--- config.mk ---
export PLATFORM = sky130hd
export DESIGN_NAME = sgmii_rx_deframer
export DESIGN_NICKNAME = d
export VERILOG_FILES = /design/src/rtl/sgmii_pkg.sv /design/src/rtl/crc32_byte.sv /design/src/rtl/sgmii_rx_deframer.sv
export SDC_FILE = /design/constraint.sdc
export NUM_CORES = 1
export LEC_CHECK = 0
export BUFFER_PORTS_ARGS = -buffer_cell sky130_fd_sc_hd__buf_2
export CORE_UTILIZATION = 55
export DETAILED_ROUTE_END_ITERATION = 6
export GPL_ROUTABILITY_DRIVEN = 0
export PLACE_DENSITY_LB_ADDON = 0.2
export SLEW_MARGIN = 0
export SYNTH_ARGS = -nofsm -noshare
export SYNTH_HDL_FRONTEND = slang
export SYNTH_HIERARCHICAL = 1
export SYNTH_SLANG_ARGS = --single-unit
--- constraint.sdc ---
create_clock -name clock -period 2 [get_ports clock]
set_clock_uncertainty 0.05 [all_clocks]
set_input_delay 0.4 -clock clock [delete_from_list [all_inputs] [get_ports clock]]
set_output_delay 0.4 -clock clock [all_outputs]
set_load 0.01 [all_outputs]
--- src/rtl/sgmii_pkg.sv ---
// -----------------------------------------------------------------------------
// sgmii_pkg
// Shared definitions for the serial receive deframer:
//   - state_t / ST_*  : deframer FSM state encoding
//   - PREAMBLE_BYTE   : preamble octet (0x55)
//   - SFD_BYTE        : start-of-frame delimiter octet (0xD5)
//   - CRC_POLY        : reflected CRC-32 polynomial
//   - CRC_INIT        : CRC-32 register seed
//   - CRC_RESIDUE     : good-frame CRC-32 residue, normal (MSB-first) bit order
//   - LEN_W           : width of the frame length / byte counter
//   - bit_reverse32() : converts between reflected and normal bit order
// -----------------------------------------------------------------------------
package sgmii_pkg;

    typedef logic [1:0] state_t;

    localparam state_t ST_IDLE     = 2'd0;
    localparam state_t ST_PREAMBLE = 2'd1;
    localparam state_t ST_DATA     = 2'd2;
    localparam state_t ST_DROP     = 2'd3;

    localparam logic [7:0]  PREAMBLE_BYTE = 8'h55;
    localparam logic [7:0]  SFD_BYTE      = 8'hD5;
    localparam logic [31:0] CRC_POLY      = 32'hEDB88320;
    localparam logic [31:0] CRC_INIT      = 32'hFFFFFFFF;
    localparam logic [31:0] CRC_RESIDUE   = 32'hC704DD7B;

    localparam int LEN_W = 11;

    function automatic logic [31:0] bit_reverse32(input logic [31:0] v);
        logic [31:0] r;
        r = '0;
        for (int i = 0; i < 32; i++) begin
            r[i] = v[31-i];
        end
        return r;
    endfunction

endpackage

--- src/rtl/crc32_byte.sv ---
// -----------------------------------------------------------------------------
// crc32_byte
// Combinational byte-wide update of a reflected (LSB-first) CRC-32 register.
// Ports:
//   crc      in  32  current CRC register
//   data     in   8  byte to fold in (bit 0 is the first bit on the wire)
//   next_crc out 32  CRC register after absorbing data
// -----------------------------------------------------------------------------
module crc32_byte
    import sgmii_pkg::*;
(
    input  logic [31:0] crc,
    input  logic [7:0]  data,
    output logic [31:0] next_crc
);

    // w_stage[k] is the register after k of the 8 bit-serial steps.
    logic [31:0] w_stage [0:8];

    assign w_stage[0] = crc ^ {24'd0, data};

    generate
        for (genvar gi = 0; gi < 8; gi++) begin : g_bit
            assign w_stage[gi+1] = w_stage[gi][0] ? ((w_stage[gi] >> 1) ^ CRC_POLY)
                                                  : (w_stage[gi] >> 1);
        end
    endgenerate

    assign next_crc = w_stage[8];

endmodule

--- src/rtl/sgmii_rx_deframer.sv ---
// -----------------------------------------------------------------------------
// sgmii_rx_deframer
// Serial-to-byte receive deframer: hunts for preamble + SFD, assembles LSB-first
// bytes, checks CRC-32, minimum/maximum length and trailing partial bits, and
// emits one byte per strobe with sof/eof/err framing flags.
// Parameters:
//   MAX_LEN  maximum accepted frame length in bytes (FCS included)
//   MIN_LEN  minimum accepted frame length in bytes (FCS included)
// Ports:
//   clock      in   1  bit clock, one rx_bit sampled per rising edge
//   reset_n    in   1  asynchronous active-low reset
//   rx_bit     in   1  serial data, byte-wise LSB first
//   rx_dv      in   1  qualifier for rx_bit
//   out_data   out  8  received byte
//   out_valid  out  1  strobe qualifying out_data/out_sof/out_eof/out_err
//   out_sof    out  1  first byte of the frame
//   out_eof    out  1  last byte of the frame
//   out_err    out  1  frame bad (meaningful with out_eof)
//   out_len    out 11  frame byte count (valid with out_eof)
// -----------------------------------------------------------------------------
module sgmii_rx_deframer
    import sgmii_pkg::*;
#(
    parameter int MAX_LEN = 1522,
    parameter int MIN_LEN = 64
) (
    input  logic             clock,
    input  logic             reset_n,
    input  logic             rx_bit,
    input  logic             rx_dv,
    output logic [7:0]       out_data,
    output logic             out_valid,
    output logic             out_sof,
    output logic             out_eof,
    output logic             out_err,
    output logic [LEN_W-1:0] out_len
);

    state_t           r_state;
    logic [7:0]       r_win;
    logic [2:0]       r_bit_cnt;
    logic [LEN_W-1:0] r_byte_cnt;
    logic [31:0]      r_crc;

    // Most recent complete byte, held until the next byte or the end of rx_dv
    // tells us whether it is the last one.
    logic [7:0]       r_hold_data;
    logic             r_hold_sof;
    logic             r_hold_valid;

    logic [7:0]       r_out_data;
    logic             r_out_valid;
    logic             r_out_sof;
    logic             r_out_eof;
    logic             r_out_err;
    logic [LEN_W-1:0] r_out_len;

    logic [7:0]       w_win_next;
    logic [31:0]      w_crc_next;
    logic             w_eof_err;
    logic             w_at_max;

    assign w_win_next = {rx_bit, r_win[7:1]};

    crc32_byte u_crc (
        .crc      (r_crc),
        .data     (w_win_next),
        .next_crc (w_crc_next)
    );

    // The register runs in reflected order while the residue constant is in
    // normal order, so the register is bit-reversed before the compare.
    assign w_eof_err = (bit_reverse32(r_crc) != CRC_RESIDUE)
                    || (r_byte_cnt < LEN_W'(MIN_LEN))
                    || (r_bit_cnt != 3'd0);

    // A byte completing while MAX_LEN bytes are already counted would be
    // byte MAX_LEN+1.
    assign w_at_max = (r_byte_cnt == LEN_W'(MAX_LEN));

    always_ff @(posedge clock or negedge reset_n) begin
        if (!reset_n) begin
            r_state      <= ST_IDLE;
            r_win        <= '0;
            r_bit_cnt    <= '0;
            r_byte_cnt   <= '0;
            r_crc        <= CRC_INIT;
            r_hold_data  <= '0;
            r_hold_sof   <= 1'b0;
            r_hold_valid <= 1'b0;
            r_out_data   <= '0;
            r_out_valid  <= 1'b0;
            r_out_sof    <= 1'b0;
            r_out_eof    <= 1'b0;
            r_out_err    <= 1'b0;
            r_out_len    <= '0;
        end else begin
            r_out_valid <= 1'b0;
            r_out_sof   <= 1'b0;
            r_out_eof   <= 1'b0;

            if (!rx_dv) begin
                // Clearing the window keeps stale frame bits from forming a
                // false preamble match at the start of the next burst.
                r_win        <= '0;
                r_bit_cnt    <= '0;
                r_hold_valid <= 1'b0;
                r_state      <= ST_IDLE;
                if ((r_state == ST_DATA) && r_hold_valid) begin
                    r_out_valid <= 1'b1;
                    r_out_data  <= r_hold_data;
                    r_out_sof   <= r_hold_sof;
                    r_out_eof   <= 1'b1;
                    r_out_err   <= w_eof_err;
                    r_out_len   <= r_byte_cnt;
                end
            end else begin
                r_win <= w_win_next;
                case (r_state)
                    ST_IDLE: begin
                        if (w_win_next == PREAMBLE_BYTE) begin
                            r_state   <= ST_PREAMBLE;
                            r_bit_cnt <= '0;
                        end
                    end

                    ST_PREAMBLE: begin
                        r_bit_cnt <= r_bit_cnt + 3'd1;
                        if (r_bit_cnt == 3'd7) begin
                            if (w_win_next == SFD_BYTE) begin
                                r_state      <= ST_DATA;
                                r_bit_cnt    <= '0;
                                r_byte_cnt   <= '0;
                                r_crc        <= CRC_INIT;
                                r_hold_valid <= 1'b0;
                            end else if (w_win_next != PREAMBLE_BYTE) begin
                                r_state <= ST_IDLE;
                            end
                        end
                    end

                    ST_DATA: begin
                        r_bit_cnt <= r_bit_cnt + 3'd1;
                        if (r_bit_cnt == 3'd7) begin
                            if (w_at_max) begin
                                // Oversize: close the frame on the held byte
                                // and swallow the rest of the burst.
                                r_out_valid  <= 1'b1;
                                r_out_data   <= r_hold_data;
                                r_out_sof    <= r_hold_sof;
                                r_out_eof    <= 1'b1;
                                r_out_err    <= 1'b1;
                                r_out_len    <= r_byte_cnt;
                                r_hold_valid <= 1'b0;
                                r_state      <= ST_DROP;
                            end else begin
                                if (r_hold_valid) begin
                                    r_out_valid <= 1'b1;
                                    r_out_data  <= r_hold_data;
                                    r_out_sof   <= r_hold_sof;
                                    r_out_err   <= 1'b0;
                                end
                                r_hold_data  <= w_win_next;
                                r_hold_sof   <= (r_byte_cnt == '0);
                                r_hold_valid <= 1'b1;
                                r_byte_cnt   <= r_byte_cnt + LEN_W'(1);
                                r_crc        <= w_crc_next;
                            end
                        end
                    end

                    ST_DROP: begin
                        // Stay silent until rx_dv drops.
                    end

                    default: begin
                        r_state <= ST_IDLE;
                    end
                endcase
            end
        end
    end

    assign out_data  = r_out_data;
    assign out_valid = r_out_valid;
    assign out_sof   = r_out_sof;
    assign out_eof   = r_out_eof;
    assign out_err   = r_out_err;
    assign out_len   = r_out_len;

endmodule

; After elaboration in Yosys (flattened, before gate mapping)
; Cells that the tools add are included.
[op_classes]
add_sub_neg = 2
n_lt_le_gt_ge = 1
eq_ne = 24
mux = 71
bitwise_logic = 10
reduce_logical = 15
[op_table]
columns = operator, count
row1 = $mux W32, 12
row2 = $not A13 Y14, 8
row3 = $mux W11, 9
row4 = $pmux W32 S2, 1
row5 = $mux W8, 7
row6 = $ne A32 B32 Y1 const B, 1
row7 = $xor A32 B8 Y32, 1
row8 = $mux W1, 27
row9 = $pmux W11 S2, 1
row10 = $reduce_and A4 Y1, 4
row11 = $mux W2, 7
row12 = $mux W3, 4
row13 = $ne A3 B3 Y1 const B, 4
row14 = $reduce_and A6 Y1, 2
row15 = $add A11 B1 Y11 const B, 1
row16 = $eq A11 B11 Y1 const B, 1
row17 = $logic_not A11 Y1, 1
row18 = $lt A11 B7 Y1 const B, 1
row19 = $pmux W3 S3, 1
row20 = $eq A8 B7 Y1 const B, 1
row21 = $eq A8 B8 Y1 const B, 1
row22 = $ne A2 B1 Y1 const B, 4
row23 = $ne A8 B7 Y1 const B, 1
row24 = $ne A2 B2 Y1 const B, 3
row25 = other kinds (17), 20
[totals]
ff_bits = 89
in_bits = 4
out_inout_bits = 23

; Longest topological paths before layout
[logic_depth]
depth_word = 20
ltp_mapped = 9
depth_no_buf = 7

; Modules after synthesis
; Netlist, hierarchy kept.
[by_module_without_submodules]
columns = module, instances, cells_each, area_each_um2
row1 = sgmii_rx_deframer, 1, 311, 3931.3
row2 = crc32_byte, 1, 65, 989.7

; Least setup slack after synthesis
; No wires, ideal clock.
[synth_timing]
kind = register to register
from = reg r_byte_cnt[0]
to = reg r_hold_data[0]
setup_time_ps = 125
arrival_ps = 1799
path_slack_ps = 26
stages_incl_launch_ff = 8
path_buffers = 1
synth_period_minus_slack_ps = 1974
path_cell_list = dfrtp_1 > inv_1 > ha_1 > and4b_2 > and3_4 > nor2_1 > buf_2 > mux2_2
[synth_via]
elab_chain_len = 3
[synth_lines]
columns = element, line_no
row1 = from (decl), sgmii_rx_deframer.sv:42  ; logic [LEN_W-1:0] r_byte_cnt;
row2 = from (signal assigned), sgmii_rx_deframer.sv:166  ; r_byte_cnt <= r_byte_cnt + LEN_W'(1);
row3 = $eq A11 B11 Y1, sgmii_rx_deframer.sv:79  ; assign w_at_max = (r_byte_cnt == LEN_W'(MAX_LEN));
row4 = $not A1 Y1 (no source line), n/a
row5 = $reduce_and A4 Y1 (no source line), n/a
row6 = to (signal assigned), sgmii_rx_deframer.sv:163  ; r_hold_data <= w_win_next;
row7 = to (decl), sgmii_rx_deframer.sv:47  ; logic [7:0] r_hold_data;
; Every way passes these cells.
; A chain may end at the register's enable or synchronous reset.

; Worst setup path after layout
[layout_timing]
from = reg r_byte_cnt[0]
to = reg r_out_len[3] (netlist: out_len[3])
[layout_via]
elab_chain_len = 3
[layout_lines]
columns = element, line_no
row1 = $eq A11 B11 Y1, sgmii_rx_deframer.sv:79
row2 = $ne A2 B1 Y1 (no source line), n/a
row3 = $reduce_and A4 Y1 (no source line), n/a
row4 = to (signal assigned), sgmii_rx_deframer.sv:115  ; r_out_len <= r_byte_cnt;
row5 = to (signal assigned), sgmii_rx_deframer.sv:153  ; r_out_len <= r_byte_cnt;
row6 = to (decl), sgmii_rx_deframer.sv:56  ; logic [LEN_W-1:0] r_out_len;
; Every way passes these cells.

==> results by group <==
Clocking
  – Buffer levels on the longest clock path: 2
  – Clock sinks: 88
  – # H-tree levels: 3
  – Num CTS Buffers: 9
  – Clock tree from TritonCTS: done
  – Worst-skew pair later-pin latency: 0.35 ns
  – Clock edge transition at the registers on the reported setup and hold paths: 0.09 ns
  – Library cell used as clock root buffer: sky130_fd_sc_hd__clkbuf_8

Final layout
  – Most common cell after layout, fill and taps aside: sky130_fd_sc_hd__buf_4
  – Nets: 471
  – Signed area change from the synthesized netlist to the final layout: 20.4%
  – Share of cells above drive strength 1: 0.449
  – Antenna cell count: 0
  – Core Util, Final: 0.683
  – Number of filler cells placed in the layout: 640
  – Commonest cells after routing, fill and taps aside: sky130_fd_sc_hd__buf_4, sky130_fd_sc_hd__dfrtp_1, sky130_fd_sc_hd__dfstp_2

Yosys
  – Syn Std Cell Area: 4920 um2
  – Share of synthesized area occupied by flip-flops and latches: 0.456
  – Nets in the synthesized netlist: 389
  – Synthesized area per cell: 13.1 um2
  – Count of mapped cells out of synthesis: 376
  – Number of enable flip-flop cells after synthesis: 0
  – Top flip-flop cell by instance count after synthesis: sky130_fd_sc_hd__dfrtp_1
  – Flip-flop and latch count after synthesis: 88
  – Yosys Warn Count: 6
  – Post-synth ARST share: 1.00
  – Cell variety after synth: 57

Floorplan
  – Total Die Area: 9330 um2
  – Placeable core region: 8680 um2
  – Width of the die: 96.6 um
  – Number of standard-cell rows in the floorplan: 34
  – Die boundary height: 96.6 um
  – Starting utilization of the core area: 0.567
  – I/O pin count: 27

Routing
  – Drt drc: 0
  – Violation count after the first detailed-route iteration: 134
  – Overall via count from detail_route: 3,261
  – Total wirelength of the detailed-routed design: 10,800 um
  – Ratio of routed vias to standard cells: 5.71
  – Detailed-router iteration count before antenna repair: 4
  – Count of nets left with antenna violations after detail routing: 0
  – Routed wire per std cell: 18.9 um

Placement
  – Post-DP HPWL: 7380 um
  – Buffers on Ports: 26

Global route
  – Antenna violations before repair: 0
  – Global routing usage summed across all routing layers: 0.244
  – Layer with the highest usage after global routing: met2
  – Routing usage on met2: 0.403
  – Aggregate global routing overflow: 0
  – Grt met3 use: 0.0462
  – GR met1 Demand/Resource: 0.328
  – Pin count of the biggest net entering global routing: 40
  – Wire length of the first global-routing pass: 16,700 um
  – Number of global-route vias before repair: 3,233

Critical path
  – Launching element of the worst setup path: r_byte_cnt[0]
  – Kind of end point of the critical path: register
  – Critical R2R Capture: out_len[3]
  – Worst Path Class, Setup: register to register
  – Worst-case register-to-register setup slack: 0.03 ns
  – Max FO, Critical Path: 6
  – Worst Reg-to-Reg Cells: 8
  – Data arrival time of the worst path: 2.17 ns
  – Required arrival time at the worst endpoint: 2.20 ns
  – Worst reg2reg startpoint: r_byte_cnt[0]
  – Kind of launch point of the worst setup path: register

STA
  – Worst slew pin tran: 0.454 ns
  – Final-report hold violation count: 0
  – Number of endpoints failing setup at the final stage: 0
  – Fraction of the cycle the final worst path needs: 0.987
  – FMAX: 507 MHz
  – Setup TNS Final: 0 ns
  – Count of pins over their slew limit: 0
  – Worst relative slew slack: 0.697
  – Unrepaired setup endpoints after global routing: yes
  – Final critical delay including setup and external delays: 1.97 ns

Power
  – Static leakage: 0.00272 uW
  – PD cells: 579 nW/um2
  – Peak VDD IR: 0.000433 V

Run
  – Number of maximum-capacitance constraint violations: 0

Hold path
  – Hold path depth: 3
  – Start point of the worst min-delay path: rx_bit
  – Class of the most critical hold timing path: primary input to register
  – Hold-critical path endpoint: r_win[7]

Run status
  – Result of the run: complete, no violations
==> registers in the layout, indices dropped and copies added (netlist names) <==
signal / cells
out_valid: 1
r_hold_data: 8
r_bit_cnt: 3
out_data: 8
out_err: 1
out_sof: 1
r_win: 7
r_crc: 32
r_hold_sof: 1
out_len: 11
out_eof: 1
r_state: 2
r_byte_cnt: 11
r_hold_valid: 1
==> Yosys cell counts (5+ instances only) <==
library cell | instances | area (um2)
sky130_fd_sc_hd__xnor3_1 | 8 | 180
sky130_fd_sc_hd__dfstp_2 | 32 | 841
sky130_fd_sc_hd__a21oi_1 | 9 | 45.0
sky130_fd_sc_hd__o21ai_0 | 14 | 70.1
sky130_fd_sc_hd__ha_1 | 9 | 113
sky130_fd_sc_hd__or3_1 | 5 | 31.3
sky130_fd_sc_hd__nand4_1 | 10 | 62.6
sky130_fd_sc_hd__mux2_2 | 27 | 304
sky130_fd_sc_hd__nor2_1 | 12 | 45.0
sky130_fd_sc_hd__and2_1 | 6 | 37.5
sky130_fd_sc_hd__o31ai_1 | 5 | 37.5
sky130_fd_sc_hd__buf_2 | 8 | 40.0
sky130_fd_sc_hd__xnor2_4 | 8 | 220
sky130_fd_sc_hd__nand4b_1 | 5 | 43.8
sky130_fd_sc_hd__xor2_1 | 12 | 105
sky130_fd_sc_hd__nand2_1 | 12 | 45.0
sky130_fd_sc_hd__dfrtp_1 | 56 | 1400
sky130_fd_sc_hd__o22a_1 | 31 | 272
sky130_fd_sc_hd__xor3_1 | 8 | 190
sky130_fd_sc_hd__xnor2_1 | 26 | 228
sky130_fd_sc_hd__inv_1 | 13 | 48.8
==> stage by stage <==
stage / setup WS [ns] / std cells / power [uW] / hold WS, ns / area (um2)
floorplan: 0.0264 / 376 / 2120 / 0.0544 / 4920
global placement: -0.0340 / 543 / 2290 / 0.335 / 5490
detailed placement: -0.102 / 543 / 2300 / 0.337 / 5490
CTS: -0.00707 / 561 / 3450 / 0.272 / 5720
global route: -0.0732 / 571 / 3580 / 0.297 / 5930
finish: 0.0262 / 571 / 3430 / 0.283 / 5930
==> repair_timing <==
action                     4_1_cts  5_1_grt
gates resized for setup          8       23
hold buffers                     1        0
hold endpoints to repair        23        0
buffers inserted                 0        8
pin swaps                        3        7
setup endpoints to repair       27       45
cloned                           1        2
==> worst max path at each step <==
| stage | end | slack, ns | cells after the start |
|---|---|---|---|
| 3_3_place_gp | out_data[5] | -0.03 | 7 |
| 4_1_cts | out_data[4] | -0.007 | 7 |
| 5_1_grt | out_len[4] | -0.07 | 8 |
| 6_report | out_len[3] | 0.03 | 8 |
| 2_1_floorplan | r_hold_data[0] | 0.03 | 7 |
| 3_5_place_dp | r_byte_cnt[8] | -0.10 | 7 |
==> cells by family after synthesis <==
family          synth area share
xor+xnor                   0.206
buf+inv                   0.0333
fa+ha+maj                 0.0229
flops                      0.456
mux                       0.0659
compound gates             0.101
simple gates               0.116
==> layer usage <==
| layer | vias to the layer above | wire [um] |
|---|---|---|
| met2 | 65 | 5410 |
| met4 | 0 | 194 |
| met3 | 13 | 399 |
| met1 | 1652 | 4770 |
| li1 | 1531 | - |
| met5 | - | 0 |
==> critical path, cell delays in order (launching register included) <==
cell and delay [ns]:
sky130_fd_sc_hd__dfrtp_1 0.40, sky130_fd_sc_hd__inv_2 0.09, sky130_fd_sc_hd__ha_4 0.13, sky130_fd_sc_hd__and4b_2 0.28
sky130_fd_sc_hd__nand4_1 0.13, sky130_fd_sc_hd__mux2i_1 0.19, sky130_fd_sc_hd__nand2_2 0.14, sky130_fd_sc_hd__clkbuf_16 0.19
sky130_fd_sc_hd__mux2_2 0.27
==> layout make-up <==
cell class              count  area [um2]  area share
clock buffers              10         138      0.0232
clock inverters             6        43.8     0.00739
inverters                  13        48.8     0.00823
multi-input cells         260        2640       0.445
flip-flops and latches     88        2250       0.380
well taps                 108         135      0.0228
repair buffers             86         674       0.114
==> where the power goes <==
part	switching (uW)	internal, uW	leakage, uW
Clock	645	490	0.0000926
Combinational	248	230	0.00153
Sequential	17.7	1800	0.00109
(Power assumes the default switching activity.)
